`src/rtl/alu_regbank_seq_pkg.sv`:
```
// Shared types and encodings for the ALU operand/writeback sequencer.
// Imported by the top module and its register bank.
package alu_regbank_seq_pkg;

    typedef enum logic [1:0] {
        ST_IDLE    = 2'd0,
        ST_EXEC_LO = 2'd1,
        ST_EXEC_HI = 2'd2
    } state_t;

    // ALUOP encodings for the arithmetic unit (l = 0)
    localparam logic [1:0] ALU_MOV = 2'b00;
    localparam logic [1:0] ALU_INC = 2'b01;
    localparam logic [1:0] ALU_ADD = 2'b10;
    localparam logic [1:0] ALU_B   = 2'b11;

    typedef struct packed {
        logic z;
        logic s;
        logic c;
    } flags_t;

    // True in the cycle whose closing edge performs the last write of an instruction
    function automatic logic is_final_pass(input state_t st, input logic wide_op);
        return (st == ST_EXEC_HI) || ((st == ST_EXEC_LO) && !wide_op);
    endfunction

endpackage

```
`src/rtl/alu_regbank_seq_regbank_2r1w.sv`:
```
// NREG x 4-bit register bank: two operand read ports, one debug read port,
// one synchronous write port, cleared by the asynchronous active-low reset.
module regbank_2r1w
    import alu_regbank_seq_pkg::*;
#(
    parameter int NREG = 8,
    parameter int AW   = 3
) (
    input  logic          clk,
    input  logic          rst_n,
    input  logic          wr_en,
    input  logic [AW-1:0] wr_addr,
    input  logic [3:0]    wr_data,
    input  logic [AW-1:0] ra_a,
    output logic [3:0]    rd_a,
    input  logic [AW-1:0] ra_b,
    output logic [3:0]    rd_b,
    input  logic [AW-1:0] ra_dbg,
    output logic [3:0]    rd_dbg
);

    logic [3:0] mem [NREG];

    always_ff @(posedge clk or negedge rst_n) begin
        if (!rst_n) begin
            for (int i = 0; i < NREG; i++) begin
                mem[i] <= 4'd0;
            end
        end else if (wr_en) begin
            mem[wr_addr] <= wr_data;
        end
    end

    // Reads return pre-edge contents, so a source equal to the destination is safe
    assign rd_a   = mem[ra_a];
    assign rd_b   = mem[ra_b];
    assign rd_dbg = mem[ra_dbg];

endmodule

```
`src/rtl/alu_regbank_seq.sv`:
```
// Operand/writeback stage around a 4-bit combinational ALU: single-nibble ops
// in one pass, 8-bit ops over register pairs in two passes with chained carry.
//
// state      | meaning
// -----------+--------------------------------------------------------------
// ST_IDLE    | waiting for start; direct loads accepted; ALU inputs parked at 0
// ST_EXEC_LO | narrow op, or low nibble of a wide op
// ST_EXEC_HI | high nibble of a wide op, carry-in from the low pass
module alu_regbank_seq
    import alu_regbank_seq_pkg::*;
#(
    parameter int NREG = 8,
    parameter int AW   = 3
) (
    input  logic          clk,
    input  logic          reset_n,
    input  logic          start,
    input  logic [1:0]    alu_op_i,
    input  logic          l_i,
    input  logic          wide,
    input  logic          use_c,
    input  logic [AW-1:0] ra1,
    input  logic [AW-1:0] ra2,
    input  logic [AW-1:0] wa,
    input  logic          we,
    input  logic          ld_en,
    input  logic [AW-1:0] ld_addr,
    input  logic [3:0]    ld_data,
    input  logic [AW-1:0] rd_addr,
    output logic [3:0]    rd_data,
    output logic          busy,
    output logic          done,
    output logic [3:0]    alu_A,
    output logic [3:0]    alu_B,
    output logic          alu_cin,
    output logic [1:0]    alu_op,
    output logic          alu_l,
    input  logic [3:0]    alu_R,
    input  logic          alu_zero,
    input  logic          alu_sign,
    input  logic          alu_cout,
    output logic          flag_z,
    output logic          flag_s,
    output logic          flag_c
);

    localparam logic [AW-1:0] PAIR_LSB = AW'(1);

    state_t        state;
    state_t        state_nxt;

    logic [1:0]    op_q;
    logic          l_q;
    logic          wide_q;
    logic          use_c_q;
    logic          we_q;
    logic [AW-1:0] ra1_q;
    logic [AW-1:0] ra2_q;
    logic [AW-1:0] wa_q;

    logic          cint_q;
    logic          zlo_q;
    logic          done_q;
    flags_t        flags_q;

    logic          accept;
    logic          ld_ok;
    logic          exec;
    logic [AW-1:0] addr_a;
    logic [AW-1:0] addr_b;
    logic [AW-1:0] addr_w;
    logic          bank_wen;
    logic [AW-1:0] bank_waddr;
    logic [3:0]    bank_wdata;
    logic [3:0]    opnd_a;
    logic [3:0]    opnd_b;

    assign accept = (state == ST_IDLE) && start;
    assign ld_ok  = (state == ST_IDLE) && !start && ld_en;
    assign exec   = (state != ST_IDLE);

    // Wide ops address the even register of a pair first, then the odd one
    always_comb begin
        addr_a = ra1_q;
        addr_b = ra2_q;
        addr_w = wa_q;
        if (state == ST_EXEC_HI) begin
            addr_a = ra1_q | PAIR_LSB;
            addr_b = ra2_q | PAIR_LSB;
            addr_w = wa_q  | PAIR_LSB;
        end else if (wide_q) begin
            addr_a = ra1_q & ~PAIR_LSB;
            addr_b = ra2_q & ~PAIR_LSB;
            addr_w = wa_q  & ~PAIR_LSB;
        end
    end

    assign bank_wen   = (exec && we_q) || ld_ok;
    assign bank_waddr = exec ? addr_w : ld_addr;
    assign bank_wdata = exec ? alu_R  : ld_data;

    regbank_2r1w #(
        .NREG (NREG),
        .AW   (AW)
    ) u_bank (
        .clk     (clk),
        .rst_n   (reset_n),
        .wr_en   (bank_wen),
        .wr_addr (bank_waddr),
        .wr_data (bank_wdata),
        .ra_a    (addr_a),
        .rd_a    (opnd_a),
        .ra_b    (addr_b),
        .rd_b    (opnd_b),
        .ra_dbg  (rd_addr),
        .rd_dbg  (rd_data)
    );

    always_ff @(posedge clk or negedge reset_n) begin
        if (!reset_n) begin
            state <= ST_IDLE;
        end else begin
            state <= state_nxt;
        end
    end

    always_comb begin
        state_nxt = state;
        case (state)
            ST_IDLE:    if (start) state_nxt = ST_EXEC_LO;
            ST_EXEC_LO: state_nxt = wide_q ? ST_EXEC_HI : ST_IDLE;
            ST_EXEC_HI: state_nxt = ST_IDLE;
            default:    state_nxt = ST_IDLE;
        endcase
    end

    always_comb begin
        busy    = 1'b0;
        alu_A   = 4'd0;
        alu_B   = 4'd0;
        alu_cin = 1'b0;
        alu_op  = 2'b00;
        alu_l   = 1'b0;
        case (state)
            ST_EXEC_LO: begin
                busy    = 1'b1;
                alu_A   = opnd_a;
                alu_B   = opnd_b;
                alu_cin = use_c_q & flags_q.c;
                alu_op  = op_q;
                alu_l   = l_q;
            end
            ST_EXEC_HI: begin
                busy    = 1'b1;
                alu_A   = opnd_a;
                alu_B   = opnd_b;
                alu_cin = l_q ? 1'b0 : cint_q;
                alu_op  = op_q;
                alu_l   = l_q;
            end
            default: begin
                busy = 1'b0;
            end
        endcase
    end

    always_ff @(posedge clk or negedge reset_n) begin
        if (!reset_n) begin
            op_q    <= 2'b00;
            l_q     <= 1'b0;
            wide_q  <= 1'b0;
            use_c_q <= 1'b0;
            we_q    <= 1'b0;
            ra1_q   <= '0;
            ra2_q   <= '0;
            wa_q    <= '0;
        end else if (accept) begin
            op_q    <= alu_op_i;
            l_q     <= l_i;
            wide_q  <= wide;
            use_c_q <= use_c;
            we_q    <= we;
            ra1_q   <= ra1;
            ra2_q   <= ra2;
            wa_q    <= wa;
        end
    end

    // Logic-unit ops never disturb the carry flag
    always_ff @(posedge clk or negedge reset_n) begin
        if (!reset_n) begin
            flags_q <= '0;
            cint_q  <= 1'b0;
            zlo_q   <= 1'b0;
            done_q  <= 1'b0;
        end else begin
            done_q <= is_final_pass(state, wide_q);
            case (state)
                ST_EXEC_LO: begin
                    if (wide_q) begin
                        cint_q <= alu_cout;
                        zlo_q  <= alu_zero;
                    end else begin
                        flags_q.z <= alu_zero;
                        flags_q.s <= alu_sign;
                        if (!l_q) flags_q.c <= alu_cout;
                    end
                end
                ST_EXEC_HI: begin
                    flags_q.z <= zlo_q & alu_zero;
                    flags_q.s <= alu_sign;
                    if (!l_q) flags_q.c <= alu_cout;
                end
                default: begin
                    flags_q <= flags_q;
                end
            endcase
        end
    end

    assign done   = done_q;
    assign flag_z = flags_q.z;
    assign flag_s = flags_q.s;
    assign flag_c = flags_q.c;

endmodule

```
`config.mk`:
```
export PLATFORM = sky130hd
export DESIGN_NAME = alu_regbank_seq
export DESIGN_NICKNAME = d
export VERILOG_FILES = /design/src/rtl/alu_regbank_seq_pkg.sv /design/src/rtl/alu_regbank_seq_regbank_2r1w.sv /design/src/rtl/alu_regbank_seq.sv
export SDC_FILE = /design/constraint.sdc
export NUM_CORES = 1
export LEC_CHECK = 0
export ABC_AREA = 1
export CAP_MARGIN = 0
export CELL_PAD_IN_SITES_DETAIL_PLACEMENT = 2
export CELL_PAD_IN_SITES_GLOBAL_PLACEMENT = 2
export CORE_MARGIN = 2
export CORE_UTILIZATION = 33
export DETAILED_ROUTE_END_ITERATION = 10
export PLACE_DENSITY_LB_ADDON = 0.12
export SLEW_MARGIN = 25
export SYNTH_ARGS = -nofsm -noshare
export SYNTH_HDL_FRONTEND = slang
export SYNTH_SLANG_ARGS = --single-unit
```
`constraint.sdc`:
```
create_clock -name clk -period 5.6 [get_ports clk]
set_clock_uncertainty 0.2 [all_clocks]
set_input_delay 1.12 -clock clk [delete_from_list [all_inputs] [get_ports clk]]
set_output_delay 1.12 -clock clk [all_outputs]
set_load 0.03 [all_outputs]
```
Yosys cells after proc, flatten, opt, wreduce, memory -nomap -nowiden
Cells that the tools add are included.
{"block": "word_totals", "reg_bits": 55, "input_bits": 36, "word_cells": 87}
{"block": "op_classes", "n_lt_le_gt_ge": 5, "n_eq_ne": 4, "n_mux": 33, "bitwise_logic": 6, "n_reduce_logical": 16}
{"cell": "2-to-1 mux 4 bit", "count": 10}
{"cell": "binary-select mux 4 bit (select 3 bit)", "count": 3}
{"cell": "bitwise mux 32 bit", "count": 1}
{"cell": ">= comparator 4 bit, second input constant", "count": 4}
{"cell": "NOT 3 -> 4 bit", "count": 4}
{"cell": "demux 4 bit (select 3 bit)", "count": 1}
{"cell": "2-to-1 mux 1 bit", "count": 10}
{"cell": "logical AND 1 bit", "count": 6}
{"cell": "2-to-1 mux 2 bit", "count": 3}
{"cell": "2-to-1 mux 3 bit", "count": 2}
{"cell": "one-hot mux 3 bit (2 select lines)", "count": 1}
{"cell": "< comparator 4 x 1 -> 1 bit, second input constant", "count": 1}
{"cell": "inequality test 2 bit, second input constant", "count": 2}
{"cell": "one-hot mux 2 bit (2 select lines)", "count": 1}
{"cell": "AND reduction 2 bit", "count": 2}
{"cell": "nonzero test 2 bit", "count": 2}
{"cell": "AND 1 bit", "count": 2}
{"cell": "equality test 2 x 1 -> 1 bit, second input constant", "count": 1}
{"cell": "equality test 2 bit, second input constant", "count": 1}
{"cell": "zero test 1 bit", "count": 2}
{"cell": "zero test 2 bit", "count": 1}
{"cell": "logical OR 1 bit", "count": 2}
{"cell": "one-hot mux 1 bit (2 select lines)", "count": 1}
{"cell": "OR reduction 2 bit", "count": 1}

Logic depth before layout (Yosys ltp)
Gate-level depths: netlist of the first run.
{"block": "logic_depth", "ltp_word": 9, "depth_mapped": 12, "mapped_depth_nobuf": 10}

Modules after synthesis
A second synthesis of the first run with hierarchy kept.
{"block": "unflattened", "cells_unflattened": 549, "area_unflattened_um2": 3565.9}
{"module": "regbank_2r1w", "n_inst": 1, "cells_per_inst": 374, "area_each_um2": 2264.7}
{"module": "alu_regbank_seq", "n_inst": 1, "cells_per_inst": 175, "area_each_um2": 1301.2}

Least setup slack after synthesis of the first run
OpenSTA, ideal clock, no wires.
{"block": "synth_path", "path_type": "input -> output", "from": "in rd_addr[1]", "to": "out rd_data[1]", "arrival_ns": 1.950, "slack_ns": 2.330, "path_stages": 6, "n_path_buf": 1, "cell_sequence": "inv_1 > clkbuf_1 > o21ai_0 > o21ai_0 > nand2_1 > nand2_1"}
{"block": "synth_via", "elab_chain_len": 4}
{"item": "start, declared", "line_no": "alu_regbank_seq.sv:29", "text": "input logic [AW-1:0] rd_addr,"}
{"item": "NOT 3 -> 4 bit (implied by the code)", "line_no": "alu_regbank_seq_regbank_2r1w.sv:37", "text": "assign rd_dbg = mem[ra_dbg];"}
{"item": "binary-select mux 4 bit (select 3 bit)", "line_no": "alu_regbank_seq_regbank_2r1w.sv:37"}
{"item": "2-to-1 mux 4 bit (implied by the code) (2 in a row)", "line_no": "alu_regbank_seq_regbank_2r1w.sv:37"}
{"item": "end, declared", "line_no": "alu_regbank_seq.sv:30", "text": "output logic [3:0] rd_data,"}
Every way passes these cells. The select of a mux whose other input is x is not followed.

Worst setup path after layout of the first run
{"block": "layout_path", "from": "in rd_addr[0]", "to": "out rd_data[2]"}
Same word-level chain as after synthesis.

==> summary.md, run 1 <==
| Metric | Value |
|---|---|
| Setup Fix Bufs, Post-CTS | `0` |
| WP buf/inv | `3` |
| CP max-delay cell | `clkdlybuf4s50_1` |
| Die height | `about 110 µm` |
| Final Max Tran Viols | `0` |
| Tcrit/Tclk final | `a little under nine tenths` |
| Ys Warns | `0` |
| Number of CTS-inserted buffers | `5` |
| IO buf count | `56` |
| Largest area contributor in the netlist | `dfrtp_1` |
| Worst Path Arrival | `roughly 3.5 ns` |
| Max incr delay on CP | `0.73 ns` |
| Antenna-violating nets left | `0` |
| Area growth syn-to-layout | `19.62%` |
| Initial antenna violation count | `0` |
| Hold-fix buffers at CTS | `0` |
| RSZ-0062 raised after global routing | `false` |
| Post-synthesis adder-cell area fraction | `~1.4%` |
| Avg Cell Area, Syn | `7.192 µm²` |
| Top delay family on crit path | `buffers and inverters` |
| Dominant synthesized flop cell | `dfrtp_1` |
| Pre-antenna DRT Iters | `4` |
| Status | `finished clean` |
| Sequential area share after synthesis | `around two fifths` |
| CTS sink count | `55` |
| PwrDens | `approximately 660 nW/µm²` |
| Placed wire-length estimate | `~10 mm` |
| #FFs+latches synth | `55` |
| CTS Buffer Depth | `2` |
| WL/cell | `around 19 µm` |
| Worst-Skew Late Latency | `~0.33 ns` |
| Area of the multi-input gates | `between 1500 and 2000 µm²` |
| Yosys top cell area share | `between 30% and 40%` |
| Synth area leaders | `dfrtp_1, nand2_1, nand3_1, inv_1, nor2_1` |
| Synth Area in Compound Gates | `a little under an eighth` |
| Vias in the first global route | `about 3800` |
| Relative slew slack | `~44%` |
| Clock slew at reported path FFs | `~0.11 ns` |
| Layout cells sized above 1 | `around 7.5%` |
| Startpoint Class | `input pin` |
| Critical path capture point type | `output pin` |
| Final net count | `583` |
| Post-synth ARST share | `between 90% and 100%` |
| GP Congestion | `approximately 0.82` |
| Min Tclk post-route | `approximately 4.8 ns` |
| Total track usage | `a little under a quarter` |
| # DRC | `0` |
| Largest net degree at the start of global routing | `56` |
| FMAX | `208.6 MHz` |
| Worst-case vdd ir drop | `0.2567 mV` |
| Worst EP required | `between 4 and 5 ns` |
| Largest family of logic cells by synthesized area | `simple AND/OR/NAND/NOR gates` |
| Starting Density | `~33%` |
| Post-synth top cells | `nand2_1, nand3_1, dfrtp_1` |
| IO Pins | `between 50 and 60` |
| CP startpoint | `rd_addr[0]` |
| Leak pwr | `between 0.002 and 0.0025 µW` |
| WS Path Type | `input pin to output pin` |
| Total gr overflow | `0` |
| TritonCTS clock tree | `yes` |
| Post-Syn Nets | `540` |
| Fill count | `1301` |
| Tot Pwr | `roughly 2800 µW` |
| CP Cell Sequence | `clkdlybuf4s50_1 > inv_1 > a21oi_1 > o21ai_0 > o21ai_0 > nand2_1 > nand2_1 > clkdlybuf4s50_1` |
| Max FO, Critical Path | `20` |
| Count leader, synth | `nand2_1` |
| Site Rows | `38` |
| Initial drt markers | `~190` |
| Finish-stage setup viols | `0` |
| Multiplexer share of the synthesized area | `roughly 2.5%` |
| Slew of the pin with the lowest slew margin | `0.8358 ns` |
| Post-Synth Simple-Gate Area | `about 37%` |
| Root Buffer | `clkbuf_8` |
| Post-Synth XOR/XNOR Area | `0%` |
| Ant. Diodes | `0` |
| Core Region | `between 10000 and 15000 µm²` |
| Die area | `11750 µm²` |
| First-pass GRT wire length | `a little over 20 mm` |
| HP Start | `u_bank.mem[9]` |
| R2r startpoint | `state[0]` |
| Syn Inst Count | `500` |
| Number of vias per cell | `~5.2` |
| Hold Vio Cnt, Final | `0` |
| # resized after CTS | `0` |
| Fin Setup TNS | `0 ns` |
| Yosys cell types | `27` |
| H-tree depth | `2` |
| FF+latch area | `between 1000 and 1500 µm²` |
| Maxcap violations | `0` |
| Post-synth EDFFs | `0` |
| Synthesized area | `between 3000 and 4000 µm²` |
| Final WL | `roughly 13 mm` |
| Via count | `roughly 3600` |
| Class of the worst hold path | `flip-flop to flip-flop` |
| Die X | `108.4 µm` |
-- flip-flops by register name (all words and copies together) (netlist names), 2 cells and up --
register	flops
op_q	2
ra1_q	3
u_bank.mem	32
wa_q	3
state	2
ra2_q	3
-- stage by stage --
step	worst slack, ns	instances	instance area, µm²	util [%]	hold WS, ns
floorplan	2.330	500	3596	-	0.2419
global placement	0.9839	676	4208	39.16	0.2578
detailed placement	0.8344	676	4208	39.16	0.2676
CTS	0.8104	684	4302	40.03	0.2951
global route	0.5928	684	4302	40.03	0.3284
finish	0.8068	684	4302	40.03	0.2955
-- path summary, 6_finish.rpt --
path | slack [ns] | endpoint | depth (start not counted)
worst max-delay path | 0.81 | rd_data[2] | 8
worst min-delay path | 0.30 | u_bank.mem[9] | 2
worst max register to register | 3.21 | u_bank.mem[30] | 7
worst min register to register | 0.30 | u_bank.mem[9] | 2
max in group asynchronous | 3.99 | u_bank.mem[17] | 2
min in group asynchronous | 0.71 | u_bank.mem[8] | 2
-- where the power goes --
part           leakage (µW)  internal, µW  switching (µW)  total, µW
sequential         0.000678           573             175        748
combinational       0.00138           597            1240       1830
clock             0.0000443          90.0             152        242
-- worst min-delay path, stage by stage (launching register included) --
cell     delay, ns
dfrtp_1       0.37
nand2_1       0.06
nand2_1       0.05
-- area by class of cell --
class                           count  area share, %
Multi-Input combinational cell    368          43.60
Sequential cell                    55          32.00
Timing Repair Buffer               57          13.09
Inverter                           56          5.061
Clock inverter                      3         0.5817
Tap cell                          140          4.072
Clock buffer                        5          1.600
-- cell families (layout without fill, tap and decap cells) --
family / after synthesis / after routing
adders and majority gates: 4 / 4
muxes: 8 / 8
AOI/OAI and AO/OA: 77 / 77
DFF: 55 / 55
buffers and inverters: 77 / 121
and+or+nand+nor: 279 / 279
-- cells in the final DEF (no fill, tap or decap), types with 14 or more instances in the layout --
master	instances
nand2_1	132
nand3_1	72
dfrtp_1	55
clkdlybuf4s50_1	55
inv_1	52
nor2_1	45
o21ai_1	27
o21ai_0	25
a21oi_1	21
nand4_1	14
-- layer usage --
layer / up-vias / wire length [µm] / global-route usage [%] / part of all wire (%)
li1: 1715 / - / - / -
met1: 1775 / 5968 / 30.90 / 47
met2: 57 / 6214 / 39.40 / 49
met3: 17 / 318 / 3.074 / 2.5
met4: 0 / 230 / 6.044 / 1.8
met5: - / 0 / 0 / 0
Power figures use the tool's default switching activity.
==> run 2: changes to the inputs <==
--- a/config.mk
+++ b/config.mk
@@ -10,10 +10,10 @@
 export CELL_PAD_IN_SITES_DETAIL_PLACEMENT = 2
 export CELL_PAD_IN_SITES_GLOBAL_PLACEMENT = 2
 export CORE_MARGIN = 2
-export CORE_UTILIZATION = 33
+export CORE_UTILIZATION = 31
 export DETAILED_ROUTE_END_ITERATION = 10
 export PLACE_DENSITY_LB_ADDON = 0.12
-export SLEW_MARGIN = 25
 export SYNTH_ARGS = -nofsm -noshare
 export SYNTH_HDL_FRONTEND = slang
+export SYNTH_HIERARCHICAL = 1
 export SYNTH_SLANG_ARGS = --single-unit
==> summary.md, run 2 <==
| Metric | Value |
|---|---|
| Status | `finished clean` |
| Most common cell after layout, fill and taps aside | `nand2_1` |
| WP buf/inv | `3` |
| Clock share of power | `between 10% and 20%` |
| Die area | `roughly 12000 µm²` |
| Top delay family on crit path | `buffers and inverters` |
| Setup Fix Bufs, Post-CTS | `0` |
| Biggest register | `u_bank/mem` |
| First-pass GRT wire length | `21.36 mm` |
| Initial antenna violation count | `0` |
| Placed wire-length estimate | `about 10 mm` |
| Die X | `111.3 µm` |
| Post-Place Setup Slack | `between 1 and 1.5 ns` |
| FMAX | `between 200 and 250 MHz` |
| Initial drt markers | `around 200` |
| Combinational share of power | `roughly 62%` |
| Reg2reg path depth | `9` |
| Class of the worst hold path | `flip-flop to flip-flop` |
| Core Region | `between 10000 and 15000 µm²` |
| Layout cells sized above 1 | `4.362%` |
| Number of vias per cell | `4.943` |
| Total track usage | `between 20% and 30%` |
| Max FO, Critical Path | `17` |
| Commonest non-fill, non-tap cells in the layout | `nand2_1, nand3_1, inv_1, dfrtp_1, clkdlybuf4s50_1` |
| Startpoint Class | `input pin` |
| Placed cell count | `approximately 730` |
| Critical path capture point type | `output pin` |
| Ant. Diodes | `0` |
| Most frequent CP cell | `nand2_1` |
| R2r startpoint | `state[0]` |
| Largest register FFs | `32` |
| Yosys top cell area share | `a little under 40%` |
| Via count | `roughly 3700` |
| Site Rows | `39` |
| Area growth syn-to-layout | `20.39%` |
| P_sw | `between 1000 and 1500 µW` |
| Post-Syn Nets | `a little under 600` |
| # DRC | `0` |
| Sequential area share after synthesis | `approximately two fifths` |
| Post-synth EDFFs | `0` |
| Hold depth | `2` |
| Hold-fix buffers at CTS | `0` |
| WL/cell | `roughly 18 µm` |
| Worst-Skew Late Latency | `0.30 ns` |
| Worst-case vdd ir drop | `0.3179 mV` |
| Worst EP required | `about 4.3 ns` |
| Slew of the pin with the lowest slew margin | `between 0.8 and 0.9 ns` |
| Largest area contributor in the netlist | `dfrtp_1` |
| TritonCTS clock tree | `yes` |
| Final Max Tran Viols | `0` |
| CTS sink count | `55` |
| Clock slew at reported path FFs | `about 0.070 ns` |
| Syn Inst Count | `around 550` |
| Post-synth ARST share | `100.0%` |
| Avg Cell Area, Syn | `6.495 µm²` |
| RSZ-0062 raised after global routing | `false` |
| Largest net degree at the start of global routing | `56` |
| CTS Buffer Depth | `2` |
| H-tree depth | `2` |
| Synthesized area | `roughly 3600 µm²` |
| HP Start | `op_q[0]` |
| Register share of total power | `a little over a quarter` |
| Leak pwr | `about 0.0024 µW` |
| Max incr delay on CP | `roughly 0.8 ns` |
| Total gr overflow | `0` |
| Ys Warns | `6` |
| Synth area leaders | `dfrtp_1, nand2_1, nand3_1, inv_1, o21ai_0` |
| Vias in the first global route | `approximately 4000` |
| Tcrit/Tclk final | `82.02%` |
| PwrDens | `between 600 and 700 nW/µm²` |
| IO buf count | `56` |
| Worst Path Arrival | `3.27 ns` |
| Fin Setup TNS | `0 ns` |
| Final net count | `approximately 640` |
| Post-synth top cells | `nand2_1, nand3_1, inv_1` |
| WHS | `between 0.2 and 0.3 ns` |
| Number of CTS-inserted buffers | `5` |
| WHS Endpoint | `op_q[0]` |
| Starting Density | `roughly a third` |
| # resized after CTS | `0` |
| Sw Ratio | `53.39%` |
| Finish-stage setup viols | `0` |
| Relative slew slack | `a little under half` |
| Yosys cell types | `18` |
| GP Congestion | `between 0.8 and 0.9` |
| Count leader, synth | `nand2_1` |
| Final worst slack | `1.007 ns` |
| #FFs+latches synth | `55` |
| Die height | `roughly 110 µm` |
| WS Path Type | `input pin to output pin` |
| Final WL | `between 10 and 15 mm` |
| Dominant synthesized flop cell | `dfrtp_1` |
| Internal | `between 1000 and 1500 µW` |
| IO Pins | `57` |
| Maxcap violations | `0` |
| R2R Setup Slk | `3.03 ns` |
| CP max-delay cell | `clkdlybuf4s50_1` |
| Worst flop-to-flop path endpoint | `u_bank/mem[21]` |
| Hold Vio Cnt, Final | `0` |
| Post-layout util | `a little under two fifths` |
| Non-Filler Instances | `~740` |
| Min Tclk post-route | `approximately 4.6 ns` |
| Pre-antenna DRT Iters | `4` |
| Antenna-violating nets left | `0` |
| CP Cell Sequence | `clkdlybuf4s50_1 > inv_2 > nand2_1 > nand3_1 > nand2_1 > nand2_1 > nand2_1 > clkdlybuf4s50_1` |
| Root Buffer | `clkbuf_16` |
-- run 2: power by group through the flow --
stage	clock network [µW]	registers [µW]	logic (µW)
final	308	722	1680
after detailed placement	0	729	1680
after global routing	332	750	1890
after CTS	320	724	1700
after floorplan	0	689	1150
after global placement	0	716	1600
-- run 2: final cells by class --
class / count / area, µm²
Inverter: 69 / 259.0
Fill cell: 1413 / 7028
Clock inverter: 1 / 5.005
Clock buffer: 7 / 132.6
Tap cell: 143 / 178.9
Multi-Input combinational cell: 406 / 1770
Sequential cell: 55 / 1376
Timing Repair Buffer: 58 / 570.5
-- run 2: layer usage --
layer  global-route usage [%]  vias up  share of wire, %
li1                         -     1770                 -
met1                    28.39     1836                45
met2                    38.98       40                52
met3                    2.788        7               2.1
met4                    5.021        0               1.0
met5                        0        -                 0
-- run 2: logic make-up after synthesis --
group	count (synthesis)	synth area share (%)
AOI/OAI and AO/OA	38	5.333
DFF	55	38.60
buffers and inverters	88	11.75
adders and majority gates	6	2.105
and+or+nand+nor	362	42.21
-- run 2: worst register-to-register path, delay by kind of cell, from the launching register on --
kind / cells / cell delay [ns]
AOI/OAI and AO/OA: 1 / 0.08
adders and majority gates: 1 / 0.72
buffers and inverters: 2 / 0.25
DFF: 1 / 0.41
and+or+nand+nor: 5 / 0.77
-- run 2: metrics by stage --
step,power (µW),cell area [µm²]
2_1_floorplan,1839,3566
3_3_place_gp,2319,4155
3_5_place_dp,2412,4155
4_1_cts,2744,4293
5_1_grt,2968,4293
6_report,2706,4293
-- run 2: how the worst max path moves through the flow --
| stage | start | to | slack (ns) | cells after the start |
|---|---|---|---|---|
| 6_report | rd_addr[0] | rd_data[2] | 1.01 | 8 |
| 5_1_grt | state[0] | alu_A[3] | 0.69 | 13 |
| 3_5_place_dp | rd_addr[0] | rd_data[2] | 1.01 | 8 |
| 2_1_floorplan | rd_addr[0] | rd_data[0] | 2.46 | 8 |
| 4_1_cts | state[0] | alu_B[3] | 0.99 | 13 |
| 3_3_place_gp | rd_addr[0] | rd_data[2] | 1.10 | 8 |
